==> config.mk <==
export PLATFORM = sky130hd
export DESIGN_NAME = mem_stage
export DESIGN_NICKNAME = d
export VERILOG_FILES = /design/src/rtl/mem_stage.sv
export SDC_FILE = /design/constraint.sdc
export NUM_CORES = 2
export LEC_CHECK = 0
export ABC_AREA = 1
export ABC_CLOCK_PERIOD_IN_PS = 10800
export CAP_MARGIN = 5
export CORE_MARGIN = 2
export CORE_UTILIZATION = 30
export CTS_CLUSTER_DIAMETER = 50
export CTS_CLUSTER_SIZE = 14
export DETAILED_ROUTE_END_ITERATION = 8
export PLACE_DENSITY = 0.53
export REMOVE_ABC_BUFFERS = 1
export SYNTH_ARGS = -nofsm -noshare
export SYNTH_HDL_FRONTEND = slang
export SYNTH_SLANG_ARGS = --single-unit
==> constraint.sdc <==
create_clock -name clk -period 10.8 [get_ports clk]
set_input_delay 1.62 -clock clk [delete_from_list [all_inputs] [get_ports clk]]
set_output_delay 1.62 -clock clk [all_outputs]
set_load 0.02 [all_outputs]
==> src/rtl/mem_stage.sv <==
// Memory-access stage of the 16-bit pipeline: direct-mapped write-through,
// no-write-allocate data cache with a miss/write FSM that stalls upstream stages.
module mem_stage #(
  parameter int INDEX_BITS = 6
) (
  input  logic        clk,
  input  logic        rst,
  input  logic [37:0] pipeline_reg_in,
  input  logic [3:0]  opc_in,
  output logic [36:0] pipeline_reg_out,
  output logic [3:0]  opc_out,
  output logic        memory_stall,
  output logic [2:0]  mem_op_dest,
  output logic [15:0] mem_res,
  output logic        ext_req,
  output logic        ext_we,
  output logic [15:0] ext_addr,
  output logic [15:0] ext_wdata,
  input  logic [15:0] ext_rdata,
  input  logic        ext_ack
);

  localparam int LINES = 1 << INDEX_BITS;
  localparam int TAG_W = 16 - INDEX_BITS;

  typedef enum logic [1:0] {
    IDLE    = 2'd0,
    RD_WAIT = 2'd1,
    WR_WAIT = 2'd2,
    DONE    = 2'd3
  } state_t;

  state_t             state_q, state_d;
  logic [LINES-1:0]   valid_q, valid_d;
  logic [TAG_W-1:0]   tag_q  [LINES];
  logic [15:0]        data_q [LINES];

  logic               ext_req_q, ext_req_d;
  logic               ext_we_q, ext_we_d;
  logic [15:0]        ext_addr_q, ext_addr_d;
  logic [15:0]        ext_wdata_q, ext_wdata_d;
  logic [15:0]        fill_q, fill_d;
  logic [15:0]        hold_alu_q, hold_alu_d;
  logic [4:0]         hold_wb_q, hold_wb_d;
  logic               hold_load_q, hold_load_d;
  logic [3:0]         hold_opc_q, hold_opc_d;
  logic [36:0]        out_q, out_d;
  logic [3:0]         opc_out_q, opc_out_d;

  logic [15:0]        addr_s;
  logic [INDEX_BITS-1:0] idx_s;
  logic [INDEX_BITS-1:0] pend_idx_s;
  logic               store_s;
  logic               load_s;
  logic               hit_s;
  logic               pend_hit_s;
  logic               ack_s;
  logic               stall_s;
  logic               line_we_s;
  logic [15:0]        line_data_s;

  assign addr_s      = pipeline_reg_in[37:22];
  assign idx_s       = addr_s[INDEX_BITS-1:0];
  assign pend_idx_s  = ext_addr_q[INDEX_BITS-1:0];
  assign store_s     = pipeline_reg_in[21];
  assign load_s      = pipeline_reg_in[4] & pipeline_reg_in[0] & ~pipeline_reg_in[21];
  assign ack_s       = ext_ack & ext_req_q;

  // Tag compare for the live instruction and for the in-flight request.
  always_comb begin
    hit_s      = valid_q[idx_s] & (tag_q[idx_s] == addr_s[15:INDEX_BITS]);
    pend_hit_s = valid_q[pend_idx_s] & (tag_q[pend_idx_s] == ext_addr_q[15:INDEX_BITS]);
  end

  // Next-state, external request, cache update and output-register logic.
  always_comb begin
    state_d     = state_q;
    valid_d     = valid_q;
    ext_req_d   = ext_req_q;
    ext_we_d    = ext_we_q;
    ext_addr_d  = ext_addr_q;
    ext_wdata_d = ext_wdata_q;
    fill_d      = fill_q;
    hold_alu_d  = hold_alu_q;
    hold_wb_d   = hold_wb_q;
    hold_load_d = hold_load_q;
    hold_opc_d  = hold_opc_q;
    out_d       = 37'd0;
    opc_out_d   = 4'd0;
    stall_s     = 1'b0;
    line_we_s   = 1'b0;
    line_data_s = ext_rdata;

    case (state_q)
      IDLE: begin
        if (store_s || (load_s && !hit_s)) begin
          stall_s     = 1'b1;
          ext_req_d   = 1'b1;
          ext_we_d    = store_s;
          ext_addr_d  = addr_s;
          hold_alu_d  = addr_s;
          hold_wb_d   = pipeline_reg_in[4:0];
          hold_load_d = load_s;
          hold_opc_d  = opc_in;
          if (store_s) begin
            ext_wdata_d = pipeline_reg_in[20:5];
            state_d     = WR_WAIT;
          end else begin
            ext_wdata_d = ext_wdata_q;
            state_d     = RD_WAIT;
          end
        end else begin
          out_d     = {(load_s ? data_q[idx_s] : 16'd0), addr_s, pipeline_reg_in[4:0]};
          opc_out_d = opc_in;
        end
      end
      RD_WAIT: begin
        stall_s = 1'b1;
        if (ack_s) begin
          fill_d              = ext_rdata;
          line_we_s           = 1'b1;
          line_data_s         = ext_rdata;
          valid_d[pend_idx_s] = 1'b1;
          ext_req_d           = 1'b0;
          state_d             = DONE;
        end else begin
          state_d = RD_WAIT;
        end
      end
      WR_WAIT: begin
        stall_s = 1'b1;
        if (ack_s) begin
          // Write-through: only refresh a line that already holds this address.
          if (pend_hit_s) begin
            line_we_s   = 1'b1;
            line_data_s = ext_wdata_q;
          end else begin
            line_we_s = 1'b0;
          end
          ext_req_d = 1'b0;
          state_d   = DONE;
        end else begin
          state_d = WR_WAIT;
        end
      end
      DONE: begin
        out_d     = {(hold_load_q ? fill_q : 16'd0), hold_alu_q, hold_wb_q};
        opc_out_d = hold_opc_q;
        state_d   = IDLE;
      end
      default: begin
        state_d = IDLE;
      end
    endcase
  end

  // Control state, request outputs and pipeline output register.
  always_ff @(posedge clk or negedge rst) begin
    if (!rst) begin
      state_q     <= IDLE;
      valid_q     <= '0;
      ext_req_q   <= 1'b0;
      ext_we_q    <= 1'b0;
      ext_addr_q  <= 16'd0;
      ext_wdata_q <= 16'd0;
      fill_q      <= 16'd0;
      hold_alu_q  <= 16'd0;
      hold_wb_q   <= 5'd0;
      hold_load_q <= 1'b0;
      hold_opc_q  <= 4'd0;
      out_q       <= 37'd0;
      opc_out_q   <= 4'd0;
    end else begin
      state_q     <= state_d;
      valid_q     <= valid_d;
      ext_req_q   <= ext_req_d;
      ext_we_q    <= ext_we_d;
      ext_addr_q  <= ext_addr_d;
      ext_wdata_q <= ext_wdata_d;
      fill_q      <= fill_d;
      hold_alu_q  <= hold_alu_d;
      hold_wb_q   <= hold_wb_d;
      hold_load_q <= hold_load_d;
      hold_opc_q  <= hold_opc_d;
      out_q       <= out_d;
      opc_out_q   <= opc_out_d;
    end
  end

  // Tag and data arrays carry no reset; the valid bits gate their use.
  always_ff @(posedge clk) begin
    if (line_we_s) begin
      tag_q[pend_idx_s]  <= ext_addr_q[15:INDEX_BITS];
      data_q[pend_idx_s] <= line_data_s;
    end
  end

  assign pipeline_reg_out = out_q;
  assign opc_out          = opc_out_q;
  assign memory_stall     = stall_s;
  assign mem_op_dest      = pipeline_reg_in[3:1];
  assign mem_res          = addr_s;
  assign ext_req          = ext_req_q;
  assign ext_we           = ext_we_q;
  assign ext_addr         = ext_addr_q;
  assign ext_wdata        = ext_wdata_q;

endmodule

==> results.md <==
* Adder-Cell Fraction of Synth Area at 0.000794
* Leak Pwr at 31.1 nW
* Top Layer Used: met4
* Hold WS at 0.471 ns
* Top post-synthesis cells by count: 1,684 x nand2_1, 1,664 x edfxtp_1, 791 x nand3_1, 659 x o21ai_0, 636 x nor2_1
* Met3 Wirelength at 24.1 mm
* Core Area at 262,000 um2
* Final Worst Setup Slack at 2.71 ns
* Num CTS Buffers at 178
* Die ar. at 267,000 um2
* Top-area cell type share of the netlist area at 0.634
* Post-cts repair resize count at 0
* Total gr overflow at 0
* Max Cap Viol at 0
* Global-route wire length before repair at 405 mm
* Largest family of logic cells by synthesized area: simple AND/OR/NAND/NOR gates
* Clk sinks at 1,831
* Buffer levels on the longest clock path at 3
* Met2 wire len at 131 mm
* Worst path required time at 11.33 ns
* Clock Skews at 0.0319 ns
* Routed met1 length at 113 mm
* Dominant synthesized flop cell: edfxtp_1
* Setup TNS at 0 ns
* Peak VDD IR at 164 uV
* Post-route minimum period at 8.09 ns
* Post-synthesis simple-gate area fraction at 0.179
* Largest net degree at the start of global routing at 160
* Post-route non-filler standard cell count at 10,707
* Layout Cell Area excl Fill at 90,200 um2
* Worst min-delay path class: reg2reg
* CTS hold repair buffers at 0
* Ys Warns at 0
* Critical path capture point type: flop
* Post-route DRC at 0
* Final ANT Viol Nets at 0
* Placed Area at 84,500 um2
* Fraction of layout cells with a size suffix above 1 at 0.0813
* Tot Pwr at 14.7 mW
* Clock-pin slew on the worst setup and hold paths at 0.07 ns
* Final Hold Viols at 0
* Initial DRC Count at 8,389
* Nets at 7,122
* Period utilization at 0.749
* Vias in the first global route at 55,959
* Outcome: complete, no violations
* Crit-path max FO at 67
* Synth top area cells: edfxtp_1 63%, nand2_1 8.0%, dfrtp_1 5.3%, nand3_1 5.0%, o21ai_0 4.2%
* Final core utilization at 0.344
* Vias at 58,741
* Netlist Area Pre-Place at 78,800 um2
* Dpl ws at 2.96 ns
* Post-Synth XOR/XNOR Area at 0
* DR pass1 iterations at 7
* Syn Area/Cell at 11.1 um2
* Most common cell in the netlist: nand2_1
* CTS tree: yes
* Cell total after placement at 10,391
* Sequential-to-total area share from yosys stat at 0.687
* P&R area growth vs syn at 14.4%
* Clock root buffer master: clkbuf_16
* Avg WL per Cell at 26.6 um
* Row cnt at 188
* GR Util All Layers at 0.208
* Slew Viols, Final at 0
* Critical path class: reg2reg
* Clock Latency Late Sink at 0.84 ns
* Initial antenna violation count at 7
* H-tree depth at 4
* DRT Wirelength at 285 mm
* Number of synthesized flops with an enable pin at 1,664
* Die Span Y at 517 um
* Port Buffer Count at 155
* Via density at 5.49
* Distinct cells, synth at 45
* Cell taking the most area after synthesis: edfxtp_1
* Post-CTS Setup Inserts at 0
* Async set-reset flop share out of synthesis at 0.0912
* Setup-failing EPs final at 0
* Max Fclk at 124 MHz
* Worst slew pin tran at 1.45 ns
* Die width at 517 um
* Slew headroom at 0.0244
* Final GP Congestion at 0.914
* Gate Count Post-Synth at 7,068
* Post-synthesis mux area share at 0
* Yosys reg bits at 1,831
* Synth Area in Compound Gates at 0.0958
* Unrepaired setup endpoints after global routing: false
* CP Launch Type: flop
* Final HPWL DP at 162 mm
* Initial core utilization at 0.301
* Critical Path AT at 8.63 ns
* Top Ports at 156
* Pwr dens at 163 nW/um2
[final cells by class]
| type | count | area (um2) |
|---|---|---|
| Fill cell | 25604 | 172000 |
| Sequential cell | 1831 | 54200 |
| Multi-Input combinational cell | 4583 | 22300 |
| Clock buffer | 214 | 4760 |
| Tap cell | 3515 | 4400 |
| Timing Repair Buffer | 338 | 3130 |
| Clock inverter | 96 | 957 |
| Inverter | 124 | 514 |
| Antenna cell | 6 | 15.0 |
[where the power goes]
group,internal (mW),switching [mW]
combinational,0.179,0.582
sequential,7.68,0
clock,3.43,2.84
[cell families (layout without fill, tap and decap cells)]
| group | count (synthesis) | count (layout) |
|---|---|---|
| AO/OA/AOI/OAI | 1247 | 1247 |
| buffers and inverters | 654 | 772 |
| other | 0 | 6 |
| AND/OR/NAND/NOR | 3331 | 3331 |
| flip-flops | 1831 | 1831 |
| adder cells (fa/ha/maj) | 5 | 5 |
[placed cells by master (no fill, tap or decap), types with 44 or more instances in the layout]
cell	n
a21oi_1	131
a22oi_1	56
buf_4	169
clkbuf_16	184
clkdlybuf4s50_1	148
dfrtp_1	157
edfxtp_1	1664
inv_1	104
nand2_1	1684
nand3_1	791
nand4_1	130
nor2_1	616
nor2_4	82
o21ai_0	658
o21bai_1	44
o221ai_1	198
o22ai_1	79
[critical path: stages, from the launching register on]
cell	delay (ns)
dfrtp_1	0.64
inv_4	0.12
nand3_2	0.65
clkinv_2	0.59
buf_12	0.43
nand2_1	0.15
nand4_1	0.09
o21ai_0	1.13
nand2_1	0.21
nor2_1	0.21
nand3_1	0.10
nand2_1	0.07
nand2_1	0.05
nor2_1	0.21
nand2_1	0.14
nor2_4	0.42
nand2_4	0.23
nand2_2	0.20
nand2_8	0.33
buf_4	0.50
nor2_4	0.80
buf_4	0.33
[state kept, by name, indices dropped and copies added (netlist names)]
name / flops
opc_out: 4
state_q: 2
pipeline_reg_out: 37
tag_q: 640
hold_alu_q: 16
ext_wdata: 16
data_q: 1024
ext_we: 1
hold_wb_q: 5
hold_load_q: 1
fill_q: 16
valid_q: 64
hold_opc_q: 4
ext_req: 1
[routing by layer]
metal	vias to the layer above	track usage
met2	3330	0.329
met5	-	0
met4	0	0.112
li1	25455	-
met3	601	0.0297
met1	29355	0.274
[worst paths after layout]
path	from	to	slack, ns	cells after the start
worst max-delay path	hold_alu_q[1]$_DFFE_PN0P_	tag_q[59][0]$_DFFE_PP_	2.71	21
worst min-delay path	fill_q[12]$_DFFE_PN0P_	fill_q[12]$_DFFE_PN0P_	0.47	2
worst max register to register	hold_alu_q[1]$_DFFE_PN0P_	tag_q[59][0]$_DFFE_PP_	2.71	21
worst min register to register	fill_q[12]$_DFFE_PN0P_	fill_q[12]$_DFFE_PN0P_	0.47	2
max in group asynchronous	rst	hold_alu_q[12]$_DFFE_PN0P_	8.72	2
min in group asynchronous	rst	hold_alu_q[8]$_DFFE_PN0P_	0.72	1
(Power assumes the default switching activity.)
